==> src/rtl/d8m_timing_pkg.sv <==
`default_nettype none
// ============================================================================
// Module      : d8m_timing_pkg
// Description : Shared FSM state encoding and default 640x480 read timing
//               for the Bayer line-buffer read scheduler.
// Revision    : 1.0 - initial release
// ============================================================================
package d8m_timing_pkg;

    // Position counters are wide enough for any line/frame up to 2047.
    localparam int c_CNT_W = 11;

    // Default timing for a standard 640x480 sensor stream.
    localparam int c_H_ACTIVE_DEF = 640;
    localparam int c_V_ACTIVE_DEF = 480;
    localparam int c_H_START_DEF  = 144;
    localparam int c_V_START_DEF  = 35;
    localparam int c_VAL_MIN_DEF  = 3;
    localparam int c_VAL_MAX_DEF  = 637;

    typedef logic [2:0] state_t;

    localparam logic [2:0] c_ST_IDLE    = 3'd0;
    localparam logic [2:0] c_ST_WAIT_VS = 3'd1;
    localparam logic [2:0] c_ST_V_PORCH = 3'd2;
    localparam logic [2:0] c_ST_H_PORCH = 3'd3;
    localparam logic [2:0] c_ST_ACTIVE  = 3'd4;
    localparam logic [2:0] c_ST_H_BLANK = 3'd5;

endpackage
`default_nettype wire

==> src/rtl/rd_pos_counter.sv <==
`default_nettype none
// ============================================================================
// Module      : rd_pos_counter
// Description : Saturating column/line position pair. Exposes the next
//               column value so the caller can register derived flags in
//               the same cycle as the column itself.
// Revision    : 1.0 - initial release
// ============================================================================
module rd_pos_counter
    import d8m_timing_pkg::*;
#(
    parameter int H_ACTIVE = c_H_ACTIVE_DEF,
    parameter int V_ACTIVE = c_V_ACTIVE_DEF
) (
    input  logic               clk,
    input  logic               rst_n,
    input  logic               i_xClr,
    input  logic               i_xInc,
    input  logic               i_yClr,
    input  logic               i_yInc,
    output logic [c_CNT_W-1:0] o_xCont,
    output logic [c_CNT_W-1:0] o_yCont,
    output logic [c_CNT_W-1:0] o_xNext
);

    localparam logic [c_CNT_W-1:0] c_X_LAST = c_CNT_W'(H_ACTIVE - 1);
    localparam logic [c_CNT_W-1:0] c_Y_LAST = c_CNT_W'(V_ACTIVE - 1);
    localparam logic [c_CNT_W-1:0] c_ONE    = c_CNT_W'(1);

    logic [c_CNT_W-1:0] r_xCont;
    logic [c_CNT_W-1:0] r_yCont;
    logic [c_CNT_W-1:0] w_yNext;

    // Next position: clear wins over increment, increments stop at the last index.
    always_comb begin
        o_xNext = r_xCont;
        w_yNext = r_yCont;
        if (i_xClr) begin
            o_xNext = '0;
        end else if (i_xInc && (r_xCont < c_X_LAST)) begin
            o_xNext = r_xCont + c_ONE;
        end
        if (i_yClr) begin
            w_yNext = '0;
        end else if (i_yInc && (r_yCont < c_Y_LAST)) begin
            w_yNext = r_yCont + c_ONE;
        end
    end

    // Position registers.
    always_ff @(posedge clk or negedge rst_n) begin
        if (!rst_n) begin
            r_xCont <= '0;
            r_yCont <= '0;
        end else begin
            r_xCont <= o_xNext;
            r_yCont <= w_yNext;
        end
    end

    assign o_xCont = r_xCont;
    assign o_yCont = r_yCont;

endmodule
`default_nettype wire

==> src/rtl/bayer_read_scheduler.sv <==
`default_nettype none
// ============================================================================
// Module      : bayer_read_scheduler
// Description : Sync-edge driven read scheduler for a Bayer line buffer.
//               Generates read strobes, pixel/line indices, demosaic window
//               enable, frame/line pulses and a sticky sync-fault flag.
// Revision    : 1.0 - initial release
// ============================================================================
module bayer_read_scheduler
    import d8m_timing_pkg::*;
#(
    parameter int H_ACTIVE = c_H_ACTIVE_DEF,
    parameter int V_ACTIVE = c_V_ACTIVE_DEF,
    parameter int H_START  = c_H_START_DEF,
    parameter int V_START  = c_V_START_DEF,
    parameter int VAL_MIN  = c_VAL_MIN_DEF,
    parameter int VAL_MAX  = c_VAL_MAX_DEF
) (
    input  logic        VGA_CLK,
    input  logic        RESET_N,
    input  logic        ENABLE,
    input  logic        VGA_VS,
    input  logic        VGA_HS,
    output logic        READ_Request,
    output logic [10:0] X_Cont,
    output logic [10:0] Y_Cont,
    output logic        BIN_EN,
    output logic        FRAME_START,
    output logic        LINE_DONE,
    output logic        SYNC_ERR
);

    localparam logic [c_CNT_W-1:0] c_X_LAST   = c_CNT_W'(H_ACTIVE - 1);
    localparam logic [c_CNT_W-1:0] c_Y_LAST   = c_CNT_W'(V_ACTIVE - 1);
    localparam logic [c_CNT_W-1:0] c_H_LAST   = c_CNT_W'(H_START - 1);
    localparam logic [c_CNT_W-1:0] c_V_LAST   = c_CNT_W'(V_START - 1);
    localparam logic [c_CNT_W-1:0] c_VAL_MIN  = c_CNT_W'(VAL_MIN);
    localparam logic [c_CNT_W-1:0] c_VAL_MAX  = c_CNT_W'(VAL_MAX);
    localparam logic [c_CNT_W-1:0] c_ONE      = c_CNT_W'(1);

    logic               r_vsD, r_hsD, r_enD;
    state_t             r_state, w_stateNext;
    logic [c_CNT_W-1:0] r_hCnt, w_hCntNext;
    logic [c_CNT_W-1:0] r_vCnt, w_vCntNext;
    logic               r_read, r_binEn, r_frameStart, r_lineDone, r_syncErr;
    logic               w_vsRise, w_hsRise, w_enFall;
    logic               w_readNext, w_frameStart, w_lineDone, w_errSet, w_advance;
    logic               w_xClr, w_xInc, w_yClr, w_yInc;
    logic [c_CNT_W-1:0] w_xCont, w_yCont, w_xNext;

    // Syncs are active low, so a rising edge marks the end of the sync pulse.
    assign w_vsRise = VGA_VS & ~r_vsD;
    assign w_hsRise = VGA_HS & ~r_hsD;
    assign w_enFall = r_enD & ~ENABLE;

    // Next-state and control decode; VS release is checked before HS.
    always_comb begin
        w_stateNext  = r_state;
        w_hCntNext   = r_hCnt;
        w_vCntNext   = r_vCnt;
        w_readNext   = 1'b0;
        w_frameStart = 1'b0;
        w_lineDone   = 1'b0;
        w_errSet     = 1'b0;
        w_advance    = 1'b0;
        w_xClr       = 1'b0;
        w_xInc       = 1'b0;
        w_yClr       = 1'b0;
        w_yInc       = 1'b0;
        if (r_state == c_ST_IDLE) begin
            if (ENABLE) w_stateNext = c_ST_WAIT_VS;
        end else if (w_vsRise && !ENABLE) begin
            w_stateNext = c_ST_IDLE;
        end else if (w_vsRise) begin
            // A VS release mid-frame is a fault but still restarts the frame.
            w_errSet     = (r_state != c_ST_WAIT_VS);
            w_stateNext  = c_ST_V_PORCH;
            w_frameStart = 1'b1;
            w_vCntNext   = '0;
            w_yClr       = 1'b1;
        end else begin
            case (r_state)
                c_ST_WAIT_VS: w_stateNext = c_ST_WAIT_VS;
                c_ST_V_PORCH: begin
                    if (w_hsRise) begin
                        if (r_vCnt == c_V_LAST) begin
                            w_stateNext = c_ST_H_PORCH;
                            w_hCntNext  = '0;
                            w_yClr      = 1'b1;
                        end else begin
                            w_vCntNext = r_vCnt + c_ONE;
                        end
                    end
                end
                c_ST_H_PORCH: begin
                    if (r_hCnt == c_H_LAST) begin
                        w_stateNext = c_ST_ACTIVE;
                        w_xClr      = 1'b1;
                        w_readNext  = 1'b1;
                    end else begin
                        w_hCntNext = r_hCnt + c_ONE;
                    end
                end
                c_ST_ACTIVE: begin
                    if (w_xCont == c_X_LAST) begin
                        w_stateNext = c_ST_H_BLANK;
                        w_lineDone  = 1'b1;
                    end else if (w_hsRise) begin
                        // Early HS: close the line and treat this HS as the next line start.
                        w_errSet   = 1'b1;
                        w_lineDone = 1'b1;
                        w_advance  = 1'b1;
                    end else begin
                        w_xInc     = 1'b1;
                        w_readNext = 1'b1;
                    end
                end
                c_ST_H_BLANK: w_advance = w_hsRise;
                default:      w_stateNext = c_ST_IDLE;
            endcase
            if (w_advance) begin
                if (w_yCont < c_Y_LAST) begin
                    w_yInc      = 1'b1;
                    w_stateNext = c_ST_H_PORCH;
                    w_hCntNext  = '0;
                end else begin
                    w_stateNext = c_ST_WAIT_VS;
                end
            end
        end
    end

    // State, porch counters, edge history and registered outputs.
    always_ff @(posedge VGA_CLK or negedge RESET_N) begin
        if (!RESET_N) begin
            r_vsD        <= 1'b1;
            r_hsD        <= 1'b1;
            r_enD        <= 1'b0;
            r_state      <= c_ST_IDLE;
            r_hCnt       <= '0;
            r_vCnt       <= '0;
            r_read       <= 1'b0;
            r_binEn      <= 1'b0;
            r_frameStart <= 1'b0;
            r_lineDone   <= 1'b0;
            r_syncErr    <= 1'b0;
        end else begin
            r_vsD        <= VGA_VS;
            r_hsD        <= VGA_HS;
            r_enD        <= ENABLE;
            r_state      <= w_stateNext;
            r_hCnt       <= w_hCntNext;
            r_vCnt       <= w_vCntNext;
            r_read       <= w_readNext;
            r_binEn      <= w_readNext && (w_xNext > c_VAL_MIN) && (w_xNext < c_VAL_MAX);
            r_frameStart <= w_frameStart;
            r_lineDone   <= w_lineDone;
            if (w_enFall) begin
                r_syncErr <= 1'b0;
            end else if (w_errSet) begin
                r_syncErr <= 1'b1;
            end
        end
    end

    rd_pos_counter #(
        .H_ACTIVE (H_ACTIVE),
        .V_ACTIVE (V_ACTIVE)
    ) u_pos (
        .clk     (VGA_CLK),
        .rst_n   (RESET_N),
        .i_xClr  (w_xClr),
        .i_xInc  (w_xInc),
        .i_yClr  (w_yClr),
        .i_yInc  (w_yInc),
        .o_xCont (w_xCont),
        .o_yCont (w_yCont),
        .o_xNext (w_xNext)
    );

    assign READ_Request = r_read;
    assign X_Cont       = w_xCont;
    assign Y_Cont       = w_yCont;
    assign BIN_EN       = r_binEn;
    assign FRAME_START  = r_frameStart;
    assign LINE_DONE    = r_lineDone;
    assign SYNC_ERR     = r_syncErr;

endmodule
`default_nettype wire

==> config.mk <==
export PLATFORM = sky130hd
export DESIGN_NAME = bayer_read_scheduler
export DESIGN_NICKNAME = d
export VERILOG_FILES = /design/src/rtl/d8m_timing_pkg.sv /design/src/rtl/rd_pos_counter.sv /design/src/rtl/bayer_read_scheduler.sv
export SDC_FILE = /design/constraint.sdc
export NUM_CORES = 1
export LEC_CHECK = 0
export ABC_CLOCK_PERIOD_IN_PS = 2600
export CORE_ASPECT_RATIO = 0.9
export CORE_MARGIN = 2
export CORE_UTILIZATION = 45
export DETAILED_ROUTE_END_ITERATION = 12
export GPL_TIMING_DRIVEN = 1
export PLACE_DENSITY = 0.69
export SETUP_SLACK_MARGIN = 0.02
export SYNTH_ARGS = -nofsm -noshare
export SYNTH_HDL_FRONTEND = slang
export SYNTH_SLANG_ARGS = --single-unit
==> constraint.sdc <==
create_clock -name VGA_CLK -period 2.6 [get_ports VGA_CLK]
set_input_delay 0.65 -clock VGA_CLK [delete_from_list [all_inputs] [get_ports VGA_CLK]]
set_output_delay 0.65 -clock VGA_CLK [all_outputs]
set_load 0.01 [all_outputs]
==> flow_results.org <==
** Worst setup path
- In this run the critical register-to-register path is captured at BIN_EN.
- The setup check on the worst reg-to-reg path leaves a slack of between 200 and 300 ps.
- Data arrival time of the worst path :: between 2000 and 3000 ps
- The critical path is of the primary input to flop type.
- Crit path required time :: between 2000 and 3000 ps
- Worst path bufs/invs :: 3
- The signal on the critical path passes through clkdlybuf4s50_1, buf_4, nand2b_1, nand3_2, buf_4, nor4_2, mux2i_1, a22o_1, nor4_1, a311oi_1.
- Worst-case reg-to-reg path depth :: 8
- Worst setup SP type :: primary input
- Family with the most delay on the worst path :: buffers and inverters
- Worst-path fanout max :: 4
- The worst setup path is captured at a flop.
- The cell that appears most often on the critical path is sky130_fd_sc_hd__buf_4.
- The largest individual stage delay along the critical path comes from the cell sky130_fd_sc_hd__clkdlybuf4s50_1.
- In this design, the stage delay of the slowest critical-path cell is roughly 450 ps.
- The worst register-to-register path begins at u_pos.o_xCont[8].

** CTS
- For the worst-skew pair, the clock arrives at the later sink with an insertion delay of 310 ps.
- Total clock sinks :: 55
- After clock tree synthesis, the clock-pin slew on the worst setup and hold paths is 100 ps.
- Maximum level of the CTS H-tree :: 2
- Once the clock tree was built, the setup fixing pass inserted 0 buffers.
- Clock tree from TritonCTS :: done
- Counting along the longest clock path gives a buffer depth of 2.
- Root buffer cell :: sky130_fd_sc_hd__clkbuf_8
- # resized after CTS :: 0
- In this run, post-CTS hold repair placed 0 buffers.
- Clock buffers created by TritonCTS :: 5

** Final layout
- The repair_antennas step left the layout with diodes totalling 0.
- In the final design database the tool counted 421 nets.
- Total of fill cells in the finished design :: approximately 630
- From synthesis to final layout, the design area changed by 24.6%.
- Cells fill 57.0% of the core in the end.
- In the final layout, the share of cells above drive strength 1 is between 10% and 20%.

** Synth
- The biggest area contributor in the post-synthesis netlist is sky130_fd_sc_hd__dfrtp_1.
- Distinct cell type count after synthesis :: about 60
- After synthesis, the cell types taking the most area are sky130_fd_sc_hd__dfrtp_1 (42%), sky130_fd_sc_hd__nor2_1 (5.8%), sky130_fd_sc_hd__xor2_1 (4.4%).
- Dividing the synthesized area by the synthesized cell count gives 9.24 sq um.
- In this run, synthesis produced a sequential element count of 55.
- Share of synthesized flip-flops with an asynchronous set or reset :: between 90% and 100%
- Syn nets :: between 300 and 400
- Share of the yosys chip area belonging to registers :: a little over two fifths
- Total standard cell area after synthesis :: 3170 sq um
- The most common cell in the synthesized netlist is sky130_fd_sc_hd__dfrtp_1.
- The Yosys step of the flow raised 0 warnings.
- The most used flip-flop cell after synthesis is sky130_fd_sc_hd__dfrtp_1.
- The cell count after synthesis came out at approximately 340.
- Most used standard cells in the synthesized netlist :: sky130_fd_sc_hd__dfrtp_1 (53), sky130_fd_sc_hd__nor2_1 (49), sky130_fd_sc_hd__nand2_1 (29)
- In this run, synthesis inferred 0 flip-flops with an integrated enable.
- Area share of the leading cell type in the synthesized netlist :: about two fifths

** Timing
- For the final database, setup skew stands at 7.12 ps.
- Setup violations remaining at the end of the flow were counted as 0.
- The worst pin sits at a relative slew slack of between 50% and 60%.
- Final critical path time including I/O delays and setup :: around 2400 ps
- Achievable frequency :: about 0.42 GHz
- Dividing the final minimum period by the clock period gives between 90% and 100%.
- Setup total negative slack on the finished layout was measured at 0 ps.
- The max-slew violation total from the final report came to 0.
- Setup repair after global routing left no endpoint under its margin.
- Pin slew with the least headroom to its limit :: about 620 ps
- The number of hold violations in the final report is 0.

** Route
- For this block, the initial DRC count from the detailed router was 138.
- DRC Markers :: 0
- Total length of routed wires :: between 7000 and 8000 microns
- Using the TritonRoute via totals, the vias-per-cell ratio works out to 5.37.
- Once detail routing completed, the nets flagged for antenna violations numbered 0.
- Vias after detailed routing :: 2713
- Before antenna repair, the detailed router went through 4 iterations.
- After detailed routing, the average wire length per cell comes to about 14 microns.

** Place
- Count of port buffers added during placement :: 31
- At the end of routability-driven placement, the weighted congestion stood at about 0.86.
- Summed over all nets, the half-perimeter wirelength after detailed placement is approximately 5300 microns.

** Global routing
- GRT Overall Usage :: about a fifth
- Entering global routing, the biggest net connects 27 pins.
- Vias in the first global route :: approximately 2600
- Wire length of the first global-routing pass :: 12200 microns
- The initial antenna violation count came to 0.
- The total overflow left after global routing is 0.

** Die
- The floorplan step defined a die boundary enclosing between 7000 and 8000 sq um.
- I/O pin count :: 32
- The floorplan has 29 rows.
- Placeable Area :: between 6000 and 7000 sq um
- Measured along the y axis, the die boundary spans 83.6 microns.
- The die is slightly above 90 microns wide.
- Starting Density :: roughly 46%

** Pwr
- In this run switching power makes up 35.3% of total power.
- VDD sags by at most 0.351 mV.
- Internal power contribution :: about 0.0016 W
- Power share of the clock group :: just under 20%
- The analysis attributes to net switching a power of 0.000850 W.
- Relative contribution of sequential cells to total power :: between 40% and 50%
- Standby leakage power :: around 1.8 nW
- Total power per unit cell area :: 611 nW/um^2
- Combinational share of power :: 32.9%

** Worst hold path
- The min-delay analysis places its worst path in the category primary input to async pin.

** Outcome
- Result of the run :: finished, final reports clean

** Run
- Across the run, the number of max-cap violations was 0.
## worst max path at each step
stage / startpoint / end / depth (start not counted)
after detailed placement: VGA_HS / BIN_EN / 9
after global routing: VGA_HS / BIN_EN / 9
after global placement: VGA_VS / BIN_EN / 9
final: VGA_VS / BIN_EN / 10
after floorplan: u_pos.o_xCont[0] / BIN_EN / 10
after CTS: VGA_VS / BIN_EN / 10
## power groups by stage
stage | registers [W] | logic [W] | clock network (W)
2_1_floorplan | 0.00111 | 0.000502 | 0
3_3_place_gp | 0.00116 | 0.000773 | 0
3_5_place_dp | 0.00116 | 0.000794 | 0
4_1_cts | 0.00114 | 0.000797 | 0.000492
5_1_grt | 0.00117 | 0.000899 | 0.000532
6_report | 0.00115 | 0.000794 | 0.000473
## metal layers
layer	track usage [%]	up-vias	wire length [microns]
met2	29.9	37	3370
met5	0	-	0
met4	5.56	0	24
met3	3.70	2	204
met1	28.0	1317	3470
li1	-	1357	-
## logic make-up after synthesis
group	count (synthesis)	synth area share, %
AO/OA/AOI/OAI	71	15.3
XOR/XNOR	23	6.36
adder cells (fa/ha/maj)	6	2.29
buffers and inverters	24	3.63
flip-flops	55	43.5
multiplexers	6	1.90
AND/OR/NAND/NOR	158	27.0
## cell type report
| class | instances | area (sq um) | area share [%] |
|---|---|---|---|
| clock buffer | 6 | 72.6 | 1.84 |
| clock inverter | 2 | 16.3 | 0.412 |
| inverter | 9 | 33.8 | 0.856 |
| multi-input combinational | 264 | 1680 | 42.4 |
| sequential | 55 | 1380 | 34.9 |
| tap | 93 | 116 | 2.95 |
| timing repair buffer | 76 | 656 | 16.6 |
## state kept, by name, indices dropped and copies added (netlist names), 3 cells and up
name           cells
r_vCnt            11
u_pos.o_xCont     11
r_hCnt            11
u_pos.o_yCont     11
r_state            3
## cells in the final DEF (no fill, tap or decap), drive strengths merged, types with 3 or more instances in the layout
cell	n
dfrtp	53
nor2	50
buf	46
clkdlybuf4s50	30
nand2	29
o21ai	21
a21oi	16
xor2	16
nand3	14
and3	13
inv	10
xnor2	7
a31oi	7
mux2i	6
nand4	6
clkbuf	6
nor3	6
nor2b	5
ha	5
nor4	5
and2	4
nand2b	4
nor4b	4
a211o	3
a21o	3
or2	3
or3	3
a311oi	3
## through the flow
stage	instances	setup slack, ps	total power (W)	hold slack [ps]	cell area, sq um
global placement	497	-53.9	0.00193	486	3860
global route	505	55.8	0.00260	383	3950
floorplan	343	225	0.00162	354	3170
finish	505	195	0.00241	344	3950
detailed placement	497	-144	0.00195	492	3860
CTS	505	181	0.00243	361	3950
(Power assumes the default switching activity.)
